===== config.mk =====
export PLATFORM = sky130hd
export DESIGN_NAME = lru_access_sched
export DESIGN_NICKNAME = d
export VERILOG_FILES = /design/src/rtl/lru_pkg.sv /design/src/rtl/btn_debounce.sv /design/src/rtl/lru_access_sched.sv
export SDC_FILE = /design/constraint.sdc
export NUM_CORES = 1
export LEC_CHECK = 0
export BUFFER_PORTS_ARGS = -buffer_cell sky130_fd_sc_hd__buf_2
export CAP_MARGIN = 5
export CORE_ASPECT_RATIO = 0.7
export CORE_MARGIN = 2
export CORE_UTILIZATION = 45
export DETAILED_ROUTE_END_ITERATION = 16
export PLACE_DENSITY_LB_ADDON = 0.1
export SLEW_MARGIN = 20
export SYNTH_ARGS = -nofsm -noshare
export SYNTH_HDL_FRONTEND = slang
export SYNTH_HIERARCHICAL = 1
export SYNTH_SLANG_ARGS = --single-unit

===== constraint.sdc =====
create_clock -name clk -period 5 [get_ports clk]
set_clock_uncertainty 0.15 [all_clocks]
set_input_delay 0.25 -clock clk [delete_from_list [all_inputs] [get_ports clk]]
set_output_delay 0.25 -clock clk [all_outputs]
set_load 0.02 [all_outputs]

===== src/rtl/lru_pkg.sv =====
// rtl/lru_pkg.sv - shared types and helpers for the LRU access scheduler
package lru_pkg;
    localparam int N_LINES = 5;

    typedef enum logic [1:0] {S_INIT, S_IDLE, S_ISSUE} sched_state_e;

    // First set bit at or above ptr, wrapping N_LINES-1 back to 0
    function automatic logic [2:0] rr_pick(input logic [N_LINES-1:0] mask, input logic [2:0] ptr);
        logic       found;
        logic [3:0] sum;
        logic [2:0] idx;
        rr_pick = 3'd0;
        found   = 1'b0;
        for (int i = 0; i < N_LINES; i++) begin
            sum = {1'b0, ptr} + 4'(i);
            if (sum >= 4'(N_LINES)) sum = sum - 4'(N_LINES);
            idx = sum[2:0];
            if (!found && mask[idx]) begin
                rr_pick = idx;
                found   = 1'b1;
            end
        end
    endfunction

    function automatic logic [N_LINES-1:0] onehot(input logic [2:0] idx);
        for (int i = 0; i < N_LINES; i++) onehot[i] = (idx == 3'(i));
    endfunction
endpackage


===== src/rtl/btn_debounce.sv =====
// rtl/btn_debounce.sv - button synchronizer, debouncer and rising-edge pulse
module btn_debounce #(
    parameter int DEBOUNCE_CYCLES = 16
) (
    input  logic clk,
    input  logic rst,
    input  logic i_btn,
    output logic o_rise
);
    localparam int CW = (DEBOUNCE_CYCLES > 2) ? $clog2(DEBOUNCE_CYCLES) : 1;
    // Level flips on the (DEBOUNCE_CYCLES-1)th consecutive disagreeing sample
    localparam logic [CW-1:0] LAST = CW'(DEBOUNCE_CYCLES - 2);

    logic          r_sync1;
    logic          r_sync2;
    logic          r_level;
    logic          r_level_q;
    logic [CW-1:0] r_cnt;

    always_ff @(posedge clk or posedge rst) begin
        if (rst) begin
            r_sync1   <= 1'b0;
            r_sync2   <= 1'b0;
            r_level   <= 1'b0;
            r_level_q <= 1'b0;
            r_cnt     <= '0;
        end else begin
            r_sync1   <= i_btn;
            r_sync2   <= r_sync1;
            r_level_q <= r_level;
            if (r_sync2 == r_level) begin
                r_cnt <= '0;
            end else if (r_cnt == LAST) begin
                r_level <= r_sync2;
                r_cnt   <= '0;
            end else begin
                r_cnt <= r_cnt + 1'b1;
            end
        end
    end

    assign o_rise = r_level & ~r_level_q;
endmodule


===== src/rtl/lru_access_sched.sv =====
// rtl/lru_access_sched.sv - round-robin one-hot access scheduler for five buttons
module lru_access_sched
    import lru_pkg::*;
#(
    parameter int          DEBOUNCE_CYCLES = 16,
    parameter logic [31:0] STARTUP_CYCLES  = 32'd100_000_000
) (
    input  logic       clk,
    input  logic       rst,
    input  logic       b1,
    input  logic       b2,
    input  logic       b3,
    input  logic       b4,
    input  logic       b5,
    input  logic       acc_ready,
    output logic       acc_valid,
    output logic [4:0] acc_sel,
    output logic [4:0] pend,
    output logic       init_done
);
    logic [N_LINES-1:0] w_btn;
    logic [N_LINES-1:0] w_rise;
    logic [N_LINES-1:0] w_set;
    logic [N_LINES-1:0] w_clr;
    logic [2:0]         w_pick;
    logic [2:0]         r_pick;
    logic [2:0]         r_rr_ptr;
    logic [31:0]        r_start_cnt;
    sched_state_e       r_state;

    assign w_btn = {b5, b4, b3, b2, b1};

    for (genvar gi = 0; gi < N_LINES; gi++) begin : g_btn
        btn_debounce #(
            .DEBOUNCE_CYCLES(DEBOUNCE_CYCLES)
        ) u_db (
            .clk   (clk),
            .rst   (rst),
            .i_btn (w_btn[gi]),
            .o_rise(w_rise[gi])
        );
    end

    // Edges during settle are dropped; a fresh edge beats the clear of its own bit
    assign w_set  = (r_state == S_INIT) ? '0 : w_rise;
    assign w_clr  = (r_state == S_ISSUE && acc_ready) ? acc_sel : '0;
    assign w_pick = rr_pick(pend, r_rr_ptr);

    always_ff @(posedge clk or posedge rst) begin
        if (rst) begin
            r_state     <= S_INIT;
            r_start_cnt <= '0;
            r_pick      <= '0;
            r_rr_ptr    <= '0;
            pend        <= '0;
            acc_valid   <= 1'b0;
            acc_sel     <= '0;
            init_done   <= 1'b0;
        end else begin
            pend <= (pend & ~w_clr) | w_set;
            case (r_state)
                S_INIT: begin
                    if (r_start_cnt == STARTUP_CYCLES - 32'd1) begin
                        r_state   <= S_IDLE;
                        init_done <= 1'b1;
                    end else begin
                        r_start_cnt <= r_start_cnt + 32'd1;
                    end
                end
                S_IDLE: begin
                    if (|pend) begin
                        r_pick    <= w_pick;
                        acc_sel   <= onehot(w_pick);
                        acc_valid <= 1'b1;
                        r_state   <= S_ISSUE;
                    end
                end
                S_ISSUE: begin
                    if (acc_ready) begin
                        r_rr_ptr  <= (r_pick == 3'(N_LINES - 1)) ? 3'd0 : r_pick + 3'd1;
                        acc_valid <= 1'b0;
                        acc_sel   <= '0;
                        r_state   <= S_IDLE;
                    end
                end
                default: r_state <= S_INIT;
            endcase
        end
    end
endmodule

==> key figures, run 1 <==
Clock network
  • Post-cts sizing count: 0
  • CTS root buf: clkbuf_16
  • Sink Count: 92
  • CTS tree: done
  • CTS clk-pin slew, worst paths: 0.06 ns
  • Clock Latency Late Sink: 0.34 ns
  • Clk buf depth: 2
  • Post-CTS Setup Bufs: 0
  • H-tree levels: 3
  • Hold-fix buffers at CTS: 6
  • CTS Buf Count: 9

Critical path
  • Worst r2r src: r_rr_ptr[1]
  • R2r endpoint: acc_sel[2]
  • Setup CP Type: reg2reg
  • Critical Path End Type: flip-flop
  • R2R depth: 11
  • Reg2Reg Setup Slack: 1.16 ns
  • Worst path arrival time: 3.92 ns
  • Crit path from: r_rr_ptr[1]
  • Crit path required time: 5.08 ns
  • Worst-path fanout max: 12
  • Startpoint types: flip-flop

Timing
  • Final period util: 76.84%
  • Peak Freq: 0.2603 GHz
  • Slew headroom: 39.09%
  • RSZ-0062 raised after global routing: false
  • Count of final setup violators: 0
  • Hold slack final: 0.09417 ns
  • Final slew viol count: 0
  • Final hold violations: 0
  • Least-Margin Pin Slew: 0.9136 ns
  • Crit path time final: 3.842 ns
  • Fin worst setup slack: 1.158 ns
  • Setup TNS: 0 ns

Route
  • DRC errors left: 0
  • Routed wire length per instance: 15.17 um
  • Vias/cell: 5.456
  • Vias: 3814
  • First-pass iteration count of the detailed router: 4
  • Starting DRT DRC Count: 220
  • Final WL: 10.60 mm
  • Antenna Nets Post-Route: 0

Synthesis
  • Mapped Nets: 543
  • Register area share after synthesis: 45.25%
  • Avg Cell Area, Syn: 9.727 um^2
  • Area leader, netlist: dfrtp_1
  • Top post-synthesis cells by area: dfrtp_1 45%, xnor2_1 5.7%, nand2_1 4.5%, nor2_1 3.7%, a21oi_1 2.9%
  • Post-synth EDFFs: 0
  • Post-synth top area share: 45.25%
  • Asr flop ratio synth: 100.0%
  • Count of different cell masters after synthesis: 70
  • Top cells by count, synth: 92 x dfrtp_1, 61 x nand2_1, 50 x nor2_1
  • Synth Register Bits: 92
  • Ys Warns: 6
  • Most frequent cell after synthesis: dfrtp_1
  • Post-Syn Instances: 523
  • Most used flip-flop cell after synthesis: dfrtp_1
  • Cell area after synthesis: 0.005087 mm^2

Place
  • Dpl ws: 1.203 ns
  • Post-DP HPWL: 7.591 mm
  • Buffers on Ports: 19
  • GPL Wtd Cong: 0.9009
  • Post-DP Area: 0.005285 mm^2
  • Placed Instances: 677

Global routing
  • Global-route wire length before repair: 17.80 mm
  • GRT Total Usage: 18.95%
  • Largest net degree at the start of global routing: 53
  • Initial antenna violation count: 0
  • Global route overflow: 0
  • Via count of the first global-routing pass: 3590

Finish
  • Post-route cell area: 0.005667 mm^2
  • Number of inserted diodes: 0
  • Number of nets in the layout: 561
  • Fillers: 1021
  • Share of layout cells above drive strength 1: 13.00%
  • Layout area overhead: 11.39%
  • Final core occ: 51.47%
  • Post-Layout Cell Count: 699

Floorplanning
  • Die Width: 131.1 um
  • Total core area: 0.01101 mm^2
  • Initial Util: 46.20%
  • DIE HEIGHT: 92.96 um
  • Row cnt: 32
  • Top Ports: 20
  • Die area: 0.01219 mm^2

Min path
  • Worst Hold End: r_state[1]
  • Worst Hold Launch: acc_ready
  • WHS Path Cells: 4
  • Hold crit path type: in2reg

Pwr
  • Leak: 2.582 nW
  • Max IR drop VDD: 0.0001915 V
  • P per Cell Area: 269.3 mW/mm^2
  • Total power: 1.526 mW

Job
  • Maxcap violations: 0

Run status
  • Outcome: finished, final reports clean
==> layer usage <==
| metal | up-vias | share of wire (%) | GRT usage, % |
|---|---|---|---|
| li1 | 1893 | - | - |
| met1 | 1817 | 52 | 28.73 |
| met2 | 85 | 41 | 25.78 |
| met3 | 19 | 5.6 | 5.835 |
| met4 | 0 | 1.7 | 5.496 |
| met5 | - | 0 | 0 |
==> power breakdown <==
group	leakage, nW	switching [mW]	internal, mW	total (mW)
clock network	0.158	0.290	0.421	0.711
registers	1.22	0.0138	0.756	0.770
logic	1.20	0.0267	0.0180	0.0447
total	2.58	0.330	1.20	1.53
==> kinds of logic after synthesis <==
family,after synthesis,share of synthesized area [%]
simple gates,216,21.77
compound gates,104,14.54
flops,92,45.25
xor+xnor,41,7.059
buf+inv,39,3.369
mux,19,4.919
fa+ha+maj,12,3.099
==> sequential cells by signal (all words and copies together), names as in the netlist, 5 cells and up <==
| name | cells |
|---|---|
| g_btn.u_db/r_sync2 | 5 |
| g_btn.u_db/r_level | 5 |
| g_btn.u_db/r_cnt | 20 |
| r_start_cnt | 32 |
| acc_sel | 5 |
| g_btn.u_db/r_sync1 | 5 |
| pend | 5 |
| g_btn.u_db/r_level_q | 5 |
==> layout make-up <==
type | instances | area [um^2] | share of cell area [%]
Multi-Input combinational cell | 392 | 2614 | 46.13
Tap cell | 153 | 191.4 | 3.378
Sequential cell | 92 | 2302 | 40.63
Clock buffer | 11 | 252.7 | 4.460
Clock inverter | 5 | 67.56 | 1.192
Timing Repair Buffer | 26 | 162.7 | 2.870
Inverter | 20 | 76.32 | 1.347
==> worst max-delay path, cell delays in order (launching register included) <==
cell and delay, ns:
dfrtp_1 0.57, inv_1 0.25, ha_1 0.30, ha_1 0.46
a2111oi_0 0.53, or2_1 0.21, mux2i_1 0.26, a21o_1 0.19
a21boi_0 0.11, o31ai_2 0.26, o41ai_2 0.16, a32o_1 0.27
==> placed cells by master (no fill, tap or decap), drive strengths merged, types with 10 or more instances in the layout <==
master / n
dfrtp: 92
nor2b: 20
clkbuf: 11
inv: 21
nand4: 12
xnor2: 33
ha: 11
buf: 20
o21ai: 17
nor3: 10
nand2: 61
nor2: 50
nand3: 14
mux2: 10
a21oi: 30
==> how the worst max path moves through the flow <==
| stage | end | depth (start not counted) |
|---|---|---|
| final | acc_sel[2] | 11 |
| after global routing | acc_sel[2] | 11 |
| after CTS | acc_sel[2] | 11 |
| after detailed placement | acc_sel[2] | 11 |
| after global placement | acc_sel[0] | 11 |
| after floorplan | acc_sel[2] | 13 |
Note: power is estimated with default switching activity, not from simulation.
==> run 2: changes to the inputs <==
Clock period 5 ns to 3.95 ns, I/O delays scaled along.
==> key figures, run 2 (synthesis gave the netlist of run 1 again) <==
Run status
  • Outcome: finished, final reports clean

Route
  • Antenna Nets Post-Route: 0 (unchanged)
  • Starting DRT DRC Count: 264 (+20%)
  • DRC errors left: 0 (unchanged)
  • Vias/cell: 5.413 (-0.80%)
  • Routed wire length per instance: 14.85 um (-2.1%)
  • Vias: 3805 (-0.24%)
  • Final WL: 10.44 mm (-1.5%)
  • First-pass iteration count of the detailed router: 5 (+1)

Finish
  • Commonest non-fill, non-tap cell in the layout: dfrtp_1
  • Share of layout cells above drive strength 1: 13.27% (+0.27 points)
  • Post-Layout Cell Count: 703 (+0.57%)
  • Commonest non-fill, non-tap cells in the layout: 92 x dfrtp_1, 61 x nand2_1, 50 x nor2_1
  • Final core occ: 51.49% (about the same)
  • Number of nets in the layout: 566 (+0.89%)
  • Largest Register: r_start_cnt
  • Post-route cell area: 0.005669 mm^2 (about the same)
  • Layout area overhead: 11.44% (about the same)
  • Max reg flops: 32 (unchanged)
  • Largest regs: r_start_cnt x32, g_btn.u_db/r_cnt x20
  • Number of inserted diodes: 0 (unchanged)

Min path
  • Hold crit path type: in2reg

Timing
  • Final slew viol count: 0 (unchanged)
  • Setup TNS: 0 ns (unchanged)
  • Least-Margin Pin Slew: 0.7235 ns (-0.1901 ns)
  • Count of final setup violators: 0 (unchanged)
  • RSZ-0062 raised after global routing: false
  • Crit path time final: 3.488 ns (-0.3543 ns)
  • Final period util: 88.30% (+11 points)
  • Final hold violations: 0 (unchanged)
  • Peak Freq: 0.2867 GHz (+10%)
  • Slew headroom: 51.40% (+12 points)

Critical path
  • Critical Path End Type: flip-flop
  • Startpoint types: flip-flop
  • Crit path required time: 4.07 ns (-1.01 ns)
  • Setup CP Type: reg2reg
  • Worst-path fanout max: 10 (-2)
  • Worst path arrival time: 3.61 ns (-0.31 ns)

Floorplanning
  • Total core area: 0.01101 mm^2 (unchanged)
  • Die area: 0.01219 mm^2 (unchanged)
  • Die Width: 131.1 um (unchanged)
  • Row cnt: 32 (unchanged)
  • Top Ports: 20 (unchanged)
  • DIE HEIGHT: 92.96 um (unchanged)
  • Initial Util: 46.20% (unchanged)

Clock network
  • CTS tree: done
  • H-tree levels: 3 (unchanged)
  • CTS clk-pin slew, worst paths: 0.06 ns (about the same)
  • Clk buf depth: 2 (unchanged)
  • CTS Buf Count: 9 (unchanged)
  • Post-cts sizing count: 0 (unchanged)
  • CTS root buf: clkbuf_16
  • Sink Count: 92 (unchanged)
  • Clock Latency Late Sink: 0.33 ns (about the same)

Pwr
  • P per Cell Area: 327.4 mW/mm^2 (+22%)
  • Leak: 2.583 nW (about the same)
  • Max IR drop VDD: 0.0003121 V (+63%)

Place
  • GPL Wtd Cong: 0.9388 (+4.2%)
  • Post-DP HPWL: 7.606 mm (+0.20%)
  • Buffers on Ports: 19 (unchanged)
  • Post-DP Area: 0.005325 mm^2 (+0.76%)
  • Placed Instances: 682 (+0.74%)

Global routing
  • Global route overflow: 0 (unchanged)
  • Global-route wire length before repair: 17.93 mm (+0.74%)
  • GRT Total Usage: 18.77% (-0.18 points)
  • Via count of the first global-routing pass: 3450 (-3.9%)
  • Initial antenna violation count: 0 (unchanged)
  • Largest net degree at the start of global routing: 53 (unchanged)

Job
  • Maxcap violations: 0 (unchanged)
[run 2: cell types whose count changed in the layout (fill, tap and decap cells not counted)]
cell        previous run  this run
clkbuf_8               2         0
inv_4                  0         1
buf_4                  1         6
inv_6                  1         0
clkbuf_1               0         2
clkinv_4               2         1
inv_8                  1         0
clkinvlp_4             0         1
[run 2: area by class of cell]
| cell class | instances | area (um^2) |
|---|---|---|
| Fill cell | 985 | 5341 |
| Multi-Input combinational cell | 392 | 2614 |
| Sequential cell | 92 | 2302 |
| Clock buffer | 11 | 232.7 |
| Timing Repair Buffer | 31 | 200.2 |
| Tap cell | 153 | 191.4 |
| Inverter | 20 | 77.57 |
| Clock inverter | 4 | 51.30 |
[run 2: path summary, 6_finish.rpt]
check                                       from  slack, ns                      to  cells after the start
max                                  r_rr_ptr[1]       0.46              acc_sel[2]                     10
min                                    acc_ready       0.08              r_state[1]                      4
max reg2reg                          r_rr_ptr[1]       0.46              acc_sel[2]                     10
min reg2reg                g_btn[0].u_db/r_sync1       0.20   g_btn[0].u_db/r_sync2                      0
max in group asynchronous                    rst       2.81              acc_sel[4]                      3
min in group asynchronous                    rst       0.27  g_btn[1].u_db/r_cnt[3]                      3
[run 2: metal layers]
| layer | up-vias | global-route usage (%) | part of all wire [%] |
|---|---|---|---|
| met1 | 1813 | 29.96 | 53 |
| li1 | 1902 | - | - |
| met5 | - | 0 | 0 |
| met4 | 0 | 4.521 | 0.70 |
| met2 | 82 | 25.52 | 42 |
| met3 | 8 | 4.102 | 4.8 |
[run 2: critical path, cell delays in order, from the launching register on]
cell     delay [ns]
dfrtp_1        0.35
buf_4          0.21
ha_1           0.25
inv_1          0.08
fa_1           0.45
o21ai_0        0.47
mux2i_1        0.25
o221a_2        0.27
nand4_1        0.15
o41ai_2        0.56
a32o_1         0.25
[run 2: power breakdown]
| part | switching [mW] | internal (mW) |
|---|---|---|
| Sequential | 0.0170 | 0.958 |
| Clock | 0.338 | 0.487 |
| Combinational | 0.0336 | 0.0229 |
| Total | 0.389 | 1.47 |
[run 2: what timing repair did]
item,in CTS,in global routing
setup buffers,0,0
hold buffers,6,0
hold endpoints to repair,97,0
[run 2: stage by stage]
step,setup WS [ns],hold WS (ns),total power [mW]
finish,0.4623,0.07970,1.856
global placement,0.5519,0.08977,1.045
detailed placement,0.5348,0.08755,1.046
floorplan,0.4328,-0.1368,1.028
global route,0.2067,0.1069,1.937
CTS,0.5063,0.07271,1.890
==> run 3: changes to the inputs <==
Settings changed: ABC_AREA set to 1, CORE_ASPECT_RATIO 0.7 to 1.5.
==> key figures, run 3 <==
Timing
  • Setup TNS: 0 ns (unchanged)
  • RSZ-0062 raised after global routing: false
  • Final hold violations: 0 (unchanged)
  • Count of final setup violators: 0 (unchanged)
  • Final period util: 75.04% (-13 points)
  • Final slew viol count: 0 (unchanged)
  • Fin worst setup slack: 0.9858 ns (+0.5235 ns)
  • Peak Freq: 0.3374 GHz (+18%)
  • Crit path time final: 2.964 ns (-0.5235 ns)
  • Least-Margin Pin Slew: 0.8973 ns (+0.1738 ns)
  • Slew headroom: 40.18% (-11 points)

Synthesis
  • Most used flip-flop cell after synthesis: dfrtp_1
  • Most frequent cell after synthesis: nand2_1
  • Post-synth EDFFs: 0 (unchanged)
  • Register area share after synthesis: 43.97% (-1.3 points)
  • Post-synth top area share: 43.97% (-1.3 points)
  • Top cells by count, synth: 204 x nand2_1, 92 x dfrtp_1, 85 x inv_1
  • Area leader, netlist: dfrtp_1
  • Synth Register Bits: 92 (unchanged)
  • Cell area after synthesis: 0.005236 mm^2 (+2.9%)
  • Top post-synthesis cells by area: dfrtp_1 44%, nand2_1 15%, inv_1 6.1%, nand3_1 5.4%, nor2_1 4.4%
  • Mapped Nets: 705 (+30%)
  • Post-Syn Instances: 685 (+31%)
  • Count of different cell masters after synthesis: 32 (-54%)
  • Avg Cell Area, Syn: 7.644 um^2 (-21%)
  • Asr flop ratio synth: 100.0% (unchanged)
  • Ys Warns: 6 (unchanged)

Place
  • GPL Wtd Cong: 0.9336 (-0.55%)
  • Post-DP HPWL: 9.312 mm (+22%)
  • Post-DP Area: 0.005489 mm^2 (+3.1%)
  • Buffers on Ports: 19 (unchanged)
  • Dpl ws: 1.012 ns (+0.4771 ns)

Clock network
  • CTS root buf: clkbuf_16
  • CTS tree: done
  • CTS clk-pin slew, worst paths: 0.07 ns (about the same)
  • H-tree levels: 3 (unchanged)
  • Sink Count: 92 (unchanged)
  • Post-CTS Setup Bufs: 0 (unchanged)
  • Clock Latency Late Sink: 0.35 ns (+0.02 ns)
  • CTS Buf Count: 9 (unchanged)
  • Clk buf depth: 2 (unchanged)

Global routing
  • Initial antenna violation count: 0 (unchanged)
  • GRT Total Usage: 20.74% (+2.0 points)
  • Global-route wire length before repair: 20.41 mm (+14%)
  • Largest net degree at the start of global routing: 53 (unchanged)
  • Global route overflow: 0 (unchanged)
  • Via count of the first global-routing pass: 4440 (+29%)

Finish
  • Final core occ: 51.44% (-0.052 points)
  • Layout area overhead: 12.09%
  • Commonest non-fill, non-tap cell in the layout: nand2_1
  • Post-route cell area: 0.005869 mm^2 (+3.5%)
  • Number of nets in the layout: 737 (+30%)
  • Largest Register: r_start_cnt
  • Commonest non-fill, non-tap cells in the layout: 204 x nand2_1, 92 x dfrtp_1, 84 x inv_1
  • Share of layout cells above drive strength 1: 11.77% (-1.5 points)
  • Number of inserted diodes: 0 (unchanged)
  • Largest regs: r_start_cnt x32, g_btn.u_db/r_cnt x20
  • Max reg flops: 32 (unchanged)

Pwr
  • Seq pwr share: 31.7% (-21 points)
  • Clock power frac: 24.4% (-20 points)
  • P per Cell Area: 618.6 mW/mm^2 (+89%)
  • Leak: 2.960 nW (+15%)
  • Max IR drop VDD: 0.0002546 V (-18%)
  • P_sw: 1.568 mW (+300%)
  • Logic gate share of total power: 43.8% (+41 points)
  • Pint: 2.063 mW (+41%)
  • Sw Share: 43.19% (+22 points)

Critical path
  • Worst r2r src: r_rr_ptr[1]
  • CP cell instances: inv_1 > ha_1 > ha_1 > o21ai_0 > nand3_1 > nand2_2 > nand2_1 > nand3_1 > nand3b_1 > nand2_1 > nor2_2 > nand3_1 > nand3_2 > nor2_1 > nand2_1 > nand2_1
  • Worst-path fanout max: 9 (-1)
  • Startpoint types: flip-flop
  • CP max stage cell: dfrtp_1
  • Buffers and inverters on the worst path: 1 (-1)
  • Worst path arrival time: 3.10 ns (-0.51 ns)
  • Biggest cell delay along the critical path: 0.44 ns (-0.12 ns)
  • Crit path required time: 4.09 ns (+0.02 ns)
  • Setup CP Type: reg2reg
  • Critical Path End Type: flip-flop
  • Crit path from: r_rr_ptr[1]
  • CP dominant cell by count: nand2_1
  • Top delay family on crit path: simple AND/OR/NAND/NOR gates

Route
  • Antenna Nets Post-Route: 0 (unchanged)
  • Vias: 4499 (+18%)
  • First-pass iteration count of the detailed router: 4 (-1)
  • Starting DRT DRC Count: 159 (-40%)
  • Final WL: 12.05 mm (+15%)
  • Vias/cell: 5.159 (-4.7%)
  • DRC errors left: 0 (unchanged)
  • Routed wire length per instance: 13.81 um (-7.0%)

Min path
  • Worst Hold Launch: g_btn[3].u_db/r_sync1
  • Hold crit path type: reg2reg

Floorplanning
  • Die area: 0.01253 mm^2 (+2.8%)
  • Initial Util: 45.89% (-0.32 points)
  • Row cnt: 48 (+50%)
  • Total core area: 0.01141 mm^2 (+3.6%)
  • Die Width: 92.08 um (-30%)
  • Top Ports: 20 (unchanged)
  • DIE HEIGHT: 136.1 um (+46%)

Job
  • Maxcap violations: 0 (unchanged)

Run status
  • Outcome: finished, final reports clean
## run 3: cell count changes after synthesis, sizes merged, moves of 8 or more
cell / previous run / this run
clkbuf: 11 / 3
mux2: 10 / 0
inv: 20 / 92
nand3: 14 / 63
and3: 8 / 0
a21oi: 30 / 6
nor2: 50 / 76
nor2b: 20 / 0
xor2: 8 / 24
xnor2: 33 / 11
nand4: 12 / 24
nand2: 61 / 219
## run 3: cell type report
cell class	instances	area [um^2]
fill	1155	5542
multi-input combinational	495	2549
sequential	92	2302
inverter	92	349.1
clock buffer	10	239.0
tap	150	187.7
timing repair buffer	27	172.7
clock inverter	6	70.07
## run 3: routing by layer
layer	track usage [%]	up-vias	share of wire (%)
met5	0	-	0
met4	12.11	0	4.2
met3	2.827	39	2.4
met2	37.54	69	53
met1	23.10	2140	40
li1	-	2251	-
## run 3: power by group through the flow
stage,combinational (mW),sequential (mW),clock [mW]
floorplan,1.20,1.19,0
global placement,1.56,1.17,0
detailed placement,1.58,1.17,0
CTS,1.60,1.15,0.913
global route,1.79,1.17,0.952
finish,1.59,1.15,0.888
## run 3: cell families after synthesis
| family | synth area share (%) |
|---|---|
| adder cells (fa/ha/maj) | 3.011 |
| flip-flops | 43.97 |
| AO/OA/AOI/OAI | 3.871 |
| XOR/XNOR | 5.998 |
| buffers and inverters | 7.360 |
| AND/OR/NAND/NOR | 35.79 |
## run 3: final timing paths
kind	to	slack (ns)	depth (start not counted)
setup / recovery	acc_sel[1]	0.99	16
hold / removal	g_btn[3].u_db/r_sync2	0.20	0
setup reg to reg	acc_sel[1]	0.99	16
hold reg to reg	g_btn[3].u_db/r_sync2	0.20	0
max in group asynchronous	r_rr_ptr[1]	2.62	3
min in group asynchronous	g_btn[3].u_db/r_level_q	0.27	3
## run 3: metrics by stage
step           hold WS (ns)  power [mW]  instances
3_5_place_dp        0.08468       2.751        849
6_report             0.1997       3.631        872
4_1_cts              0.2018       3.663        872
2_1_floorplan       -0.1368       2.393        685
5_1_grt              0.2126       3.906        872
3_3_place_gp        0.08203       2.727        849
## run 3: timing repair
item,CTS,global route
endpoints found under the hold margin,46,0
resized for setup,0,0
hold buffers,7,0
